===== src/rtl/ctrl_fsm.sv =====
// Fetch/decode/execute controller for the 8-bit core: owns PC, IR and the Z/C flags,
// sequences instruction fetch, ALU/writeback control and load/store handshakes.
module ctrl_fsm #(
    parameter int              PC_W     = 8,
    parameter logic [PC_W-1:0] RESET_PC = '0
) (
    input  logic            clk,
    input  logic            rst_n,
    output logic            imem_req,
    output logic [PC_W-1:0] imem_addr,
    input  logic            imem_ack,
    input  logic [15:0]     imem_data,
    output logic            dmem_req,
    output logic            dmem_we,
    input  logic            dmem_ack,
    output logic [2:0]      alu_func,
    output logic            alu_b_imm,
    input  logic            alu_fz,
    input  logic            alu_fc,
    output logic [2:0]      rf_ra,
    output logic [2:0]      rf_rb,
    output logic [2:0]      rf_wa,
    output logic            rf_we,
    output logic [1:0]      wb_sel,
    output logic [7:0]      imm8,
    output logic            flag_z,
    output logic            flag_c,
    output logic            halted
);

    typedef enum logic [2:0] {
        FETCH,
        DECODE,
        EXEC,
        MEM,
        HALT
    } state_t;

    localparam logic [3:0] OP_ADI = 4'h0;
    localparam logic [3:0] OP_LDI = 4'h8;
    localparam logic [3:0] OP_JMP = 4'h9;
    localparam logic [3:0] OP_BRZ = 4'hA;
    localparam logic [3:0] OP_BRC = 4'hB;
    localparam logic [3:0] OP_LD  = 4'hC;
    localparam logic [3:0] OP_ST  = 4'hD;
    localparam logic [3:0] OP_HLT = 4'hF;

    state_t          state_q, state_d;
    logic [PC_W-1:0] pc_q, pc_d;
    logic [15:0]     ir_q, ir_d;
    logic            flag_z_q, flag_z_d;
    logic            flag_c_q, flag_c_d;

    logic [3:0] op;
    logic       isAlu;
    logic       isMem;

    assign op    = ir_q[15:12];
    assign isAlu = ~op[3];
    assign isMem = (op == OP_LD) || (op == OP_ST);

    always_ff @(posedge clk or negedge rst_n) begin
        if (!rst_n) begin
            state_q  <= FETCH;
            pc_q     <= RESET_PC;
            ir_q     <= 16'h0000;
            flag_z_q <= 1'b0;
            flag_c_q <= 1'b0;
        end else begin
            state_q  <= state_d;
            pc_q     <= pc_d;
            ir_q     <= ir_d;
            flag_z_q <= flag_z_d;
            flag_c_q <= flag_c_d;
        end
    end

    // imem_req is gated by rst_n so a reset landing mid-fetch drops the request at once.
    always_comb begin
        state_d  = state_q;
        pc_d     = pc_q;
        ir_d     = ir_q;
        flag_z_d = flag_z_q;
        flag_c_d = flag_c_q;
        imem_req = 1'b0;
        dmem_req = 1'b0;
        dmem_we  = 1'b0;
        rf_we    = 1'b0;
        case (state_q)
            FETCH: begin
                imem_req = rst_n;
                if (imem_ack) begin
                    ir_d    = imem_data;
                    pc_d    = pc_q + PC_W'(1);
                    state_d = DECODE;
                end
            end
            DECODE: begin
                if (isMem)
                    state_d = MEM;
                else if (op == OP_HLT)
                    state_d = HALT;
                else
                    state_d = EXEC;
            end
            EXEC: begin
                state_d = FETCH;
                if (isAlu) begin
                    rf_we    = 1'b1;
                    flag_z_d = alu_fz;
                    flag_c_d = alu_fc;
                end else if (op == OP_LDI) begin
                    rf_we = 1'b1;
                end else if ((op == OP_JMP) ||
                             ((op == OP_BRZ) && flag_z_q) ||
                             ((op == OP_BRC) && flag_c_q)) begin
                    pc_d = PC_W'(ir_q[7:0]);
                end
            end
            MEM: begin
                dmem_req = 1'b1;
                dmem_we  = (op == OP_ST);
                if (dmem_ack) begin
                    rf_we   = (op == OP_LD);
                    state_d = FETCH;
                end
            end
            HALT: begin
                state_d = HALT;
            end
            default: begin
                state_d = FETCH;
            end
        endcase
    end

    assign imem_addr = pc_q;
    assign alu_func  = ir_q[14:12];
    assign alu_b_imm = (op == OP_ADI);
    assign rf_ra     = ir_q[11:9];
    assign rf_rb     = ir_q[8:6];
    assign rf_wa     = ir_q[11:9];
    assign imm8      = ir_q[7:0];
    assign wb_sel    = (op == OP_LDI) ? 2'd1 : (op == OP_LD) ? 2'd2 : 2'd0;
    assign flag_z    = flag_z_q;
    assign flag_c    = flag_c_q;
    assign halted    = (state_q == HALT);

endmodule

===== config.mk =====
export PLATFORM = sky130hd
export DESIGN_NAME = ctrl_fsm
export DESIGN_NICKNAME = d
export VERILOG_FILES = /design/src/rtl/ctrl_fsm.sv
export SDC_FILE = /design/constraint.sdc
export NUM_CORES = 1
export LEC_CHECK = 0
export ABC_CLOCK_PERIOD_IN_PS = 2100
export CAP_MARGIN = 40
export CORE_MARGIN = 1.5
export CORE_UTILIZATION = 39
export CTS_CLUSTER_DIAMETER = 60
export DETAILED_ROUTE_END_ITERATION = 8
export PLACE_DENSITY = 0.77
export SYNTH_ARGS = -nofsm -noshare
export SYNTH_HDL_FRONTEND = slang
export SYNTH_SLANG_ARGS = --single-unit

===== constraint.sdc =====
create_clock -name clk -period 2.1 [get_ports clk]
set_clock_uncertainty 0.15 [all_clocks]
set_input_delay 0.42 -clock clk [delete_from_list [all_inputs] [get_ports clk]]
set_output_delay 0.42 -clock clk [all_outputs]
set_load 0.03 [all_outputs]

==> reports/summary.txt, run 1 <==
Grt total ovfl: 0
R2R depth: 6
# diodes: 0
Slew margin rel.: 75.3%
Worst path bufs/invs: 1
Leak pwr: 1.02 nW
Post-synth top area cell: dfrtp_1
Final nets: 230
Slack of the critical path: -0.124 ns
Root buffer selected by CTS: clkbuf_8
Endpoint type of the worst setup path: output pin
Clock slew at reported path FFs: 0.07 ns
Wl on met1: 1650 um
DRT Pass-1 Iters: 4
Tot GR Track Use: 16.3%
Setup Slack @ Placement: 0.0518 ns
Total clock sinks: 29
Final Hold Fails: 0
Final wirelength: 3690 um
Total CTS buffers: 5
Worst path slowest cell: dfrtp_2
Worst EP required: 1.53 ns
Commonest cells after routing, fill and taps aside: 49 x clkdlybuf4s50_1, 26 x dfrtp_1, 21 x buf_4, 18 x mux2_2, 12 x a21oi_1
Failing checks: setup timing
Placed wire-length estimate: 2580 um
Commonest non-fill, non-tap cell in the layout: clkdlybuf4s50_1
Async S/R FF share, synth: 100%
I/O Pins: 60
Clk Latency, worst-skew pair: 0.28 ns
Global-route wire length before repair: 5630 um
Vias per std cell: 5.10
Starting density of the core: 41.2%
Yosys warnings: 0
Die height: 68.7 um
Highest routed layer: met4
CP Launch Type: register
Area Growth Syn to Fin: 41.6%
Post-detailed-route wirelength per cell: 14.3 um
Cells after Synth: 156
Worst Hold Class: reg2reg
Status: finished, violations left
Syn Nets: 179
Core region area: 4090 um2
Post-synth top area share: 43.1%
Synth Area per Inst: 10.8 um2
TritonCTS clock tree: done
Crit-path cells: nor2b_4, and2_4, a41oi_2, o32ai_2, buf_4
Worst EP arrival: 1.65 ns
CP delay by family, top: flip-flops
Prevailing post-synth register cell: dfrtp_1
Period utilization: 106%
FILL cells: 348
WHS Path Cells: 1
Hold Path End: ir_q[8]$_DFFE_PN0P_
Share of cells above drive strength 1: 31.3%
Worst reg2reg startpoint: state_q[0]$_DFFE_PN0P_
FF-to-FF setup slack: 0.27 ns
Initial antenna violation count: 0
DRC viols: 0
Reg-to-Reg End: imem_addr[3]$_DFFE_PN0P_
Die Wd: 68.7 um
Pin count of the biggest net entering global routing: 30
Std-Cell Rows: 23
CTS Hold Bufs: 0
Met2 Routed Length: 1730 um
Netlist Area Pre-Place: 1680 um2
Cells after DPL: 246
Crit path time final: 2.22 ns
Slowest cell delay on critical path: 0.47 ns
Post-route ant nets: 0
Critical path type: reg2out
Layout Cells excl Fill: 258
Crit-path max FO: 7
Slew Limit Fails: 0
RSZ-0062 raised after global routing: yes
Routed vias: 1315
Hold_sp: ir_q[8]$_DFFE_PN0P_
Metal3 WL: 237 um
Overall power: 0.00444 W
Vias in the first global route: 1222
Count of different cell masters after synthesis: 41
Number of synthesized register bits: 29
Routability cong.: 0.805
PD cells: 1860 nW/um2
Maximum clock frequency: 450 MHz
Max cap viols: 0
Area of the die: 4720 um2
H-tree Lvls: 2
Longest Clk Path Bufs: 2
Area contributors post-synth: dfrtp_1 43%, mux2_2 12%, buf_4 8.9%, a21oi_1 3.6%, nand3_1 2.1%
Max IR drop VDD: 844 uV
I/O Buffers: 59
Slew @ Worst Pin: 0.370 ns
Sequential-to-total area share from yosys stat: 43.1%
Post-synth EDFFs: 0
Starting DRT DRC Count: 57
# setup viols final: 1
-- layer usage --
metal	vias to the layer above	GRT usage, %
met1	622	21.6
met3	8	5.03
met5	-	0
li1	647	-
met2	38	24.4
met4	0	7.35
-- stage by stage --
| stage | area (um2) | utilization [%] | hold slack [ns] | TNS (ns) |
|---|---|---|---|---|
| 2_1_floorplan | 1710 | - | -0.0256 | -0.0150 |
| 3_3_place_gp | 2200 | 53.9 | 0.339 | 0 |
| 3_5_place_dp | 2200 | 53.9 | 0.350 | 0 |
| 4_1_cts | 2330 | 57.1 | 0.370 | -0.150 |
| 5_1_grt | 2380 | 58.4 | 0.407 | -0.198 |
| 6_report | 2380 | 58.4 | 0.358 | -0.124 |
-- kinds of logic after synthesis --
logic type	count (synthesis)	share of synthesized area (%)
buffers and inverters	33	14.9
and+or+nand+nor	42	15.7
AOI/OAI and AO/OA	32	12.9
muxes	19	12.6
DFF	29	43.1
adders and majority gates	1	0.743
-- worst reg2reg max path, cell delays in order (launching register included) --
cell and delay [ns]:
dfrtp_2 0.48, nor4b_4 0.35, buf_4 0.16, buf_4 0.09, a41o_4 0.31, a21oi_1 0.09, a21oi_1 0.13
-- cell usage after synthesis (2+ instances only) --
cell / number
buf_6: 3
mux2_2: 18
nor4b_1: 3
buf_4: 20
a31oi_1: 2
a21oi_1: 12
buf_2: 2
dfrtp_1: 29
clkbuf_1: 5
nor2_1: 6
nand2b_1: 3
nand4_1: 4
o21ai_0: 6
a21oi_2: 3
a21o_1: 2
and4_1: 2
nand2_1: 6
nand3_1: 7
-- registers in the layout (all words and copies together), names as in the netlist --
name       flops
ir_q          16
flag_z         1
flag_c         1
imem_addr      8
state_q        3
-- report_power, final --
part / switching, W / internal [W] / total [W]
Sequential: 0.000341 / 0.000849 / 0.00119
Clock: 0.000219 / 0.000385 / 0.000605
Combinational: 0.00141 / 0.00123 / 0.00264
Total: 0.00197 / 0.00247 / 0.00444
-- cell type report --
type	count	area [um2]	share of cell area, %
sequential	29	729	30.6
multi-input combinational	94	764	32.1
clock inverter	2	37.5	1.57
tap	50	62.6	2.62
inverter	1	3.75	0.157
clock buffer	6	82.6	3.46
timing repair buffer	76	704	29.5
-- timing repair --
action,CTS,global route
pin swaps,0,4
gates resized for setup,10,5
setup endpoints to repair,7,4
buffers inserted,0,4
endpoints found under the hold margin,0,0
-- how the worst max path moves through the flow --
| stage | end | depth (start not counted) | slack (ns) | start |
|---|---|---|---|---|
| 5_1_grt | rf_we | 5 | -0.20 | state_q[0]$_DFFE_PN0P_ |
| 3_5_place_dp | rf_we | 4 | 0.05 | dmem_ack |
| 6_report | rf_we | 5 | -0.12 | state_q[0]$_DFFE_PN0P_ |
| 3_3_place_gp | rf_we | 4 | 0.05 | dmem_ack |
| 4_1_cts | rf_we | 5 | -0.15 | state_q[0]$_DFFE_PN0P_ |
| 2_1_floorplan | rf_we | 5 | -0.02 | state_q[0]$_DFFE_PN0P_ |
Note: power is estimated with default switching activity, not from simulation.
==> run 2, diff against run 1 <==
CTS_CLUSTER_DIAMETER = default   (was 60)
==> results of run 2 <==
The final DEF is identical to that of run 1; final timing and power are the same.
==> run 3, diff against run 2 <==
CTS_CLUSTER_DIAMETER = 80   (was default)
==> results of run 3 <==
The final DEF is identical to that of run 1; final timing and power are the same.
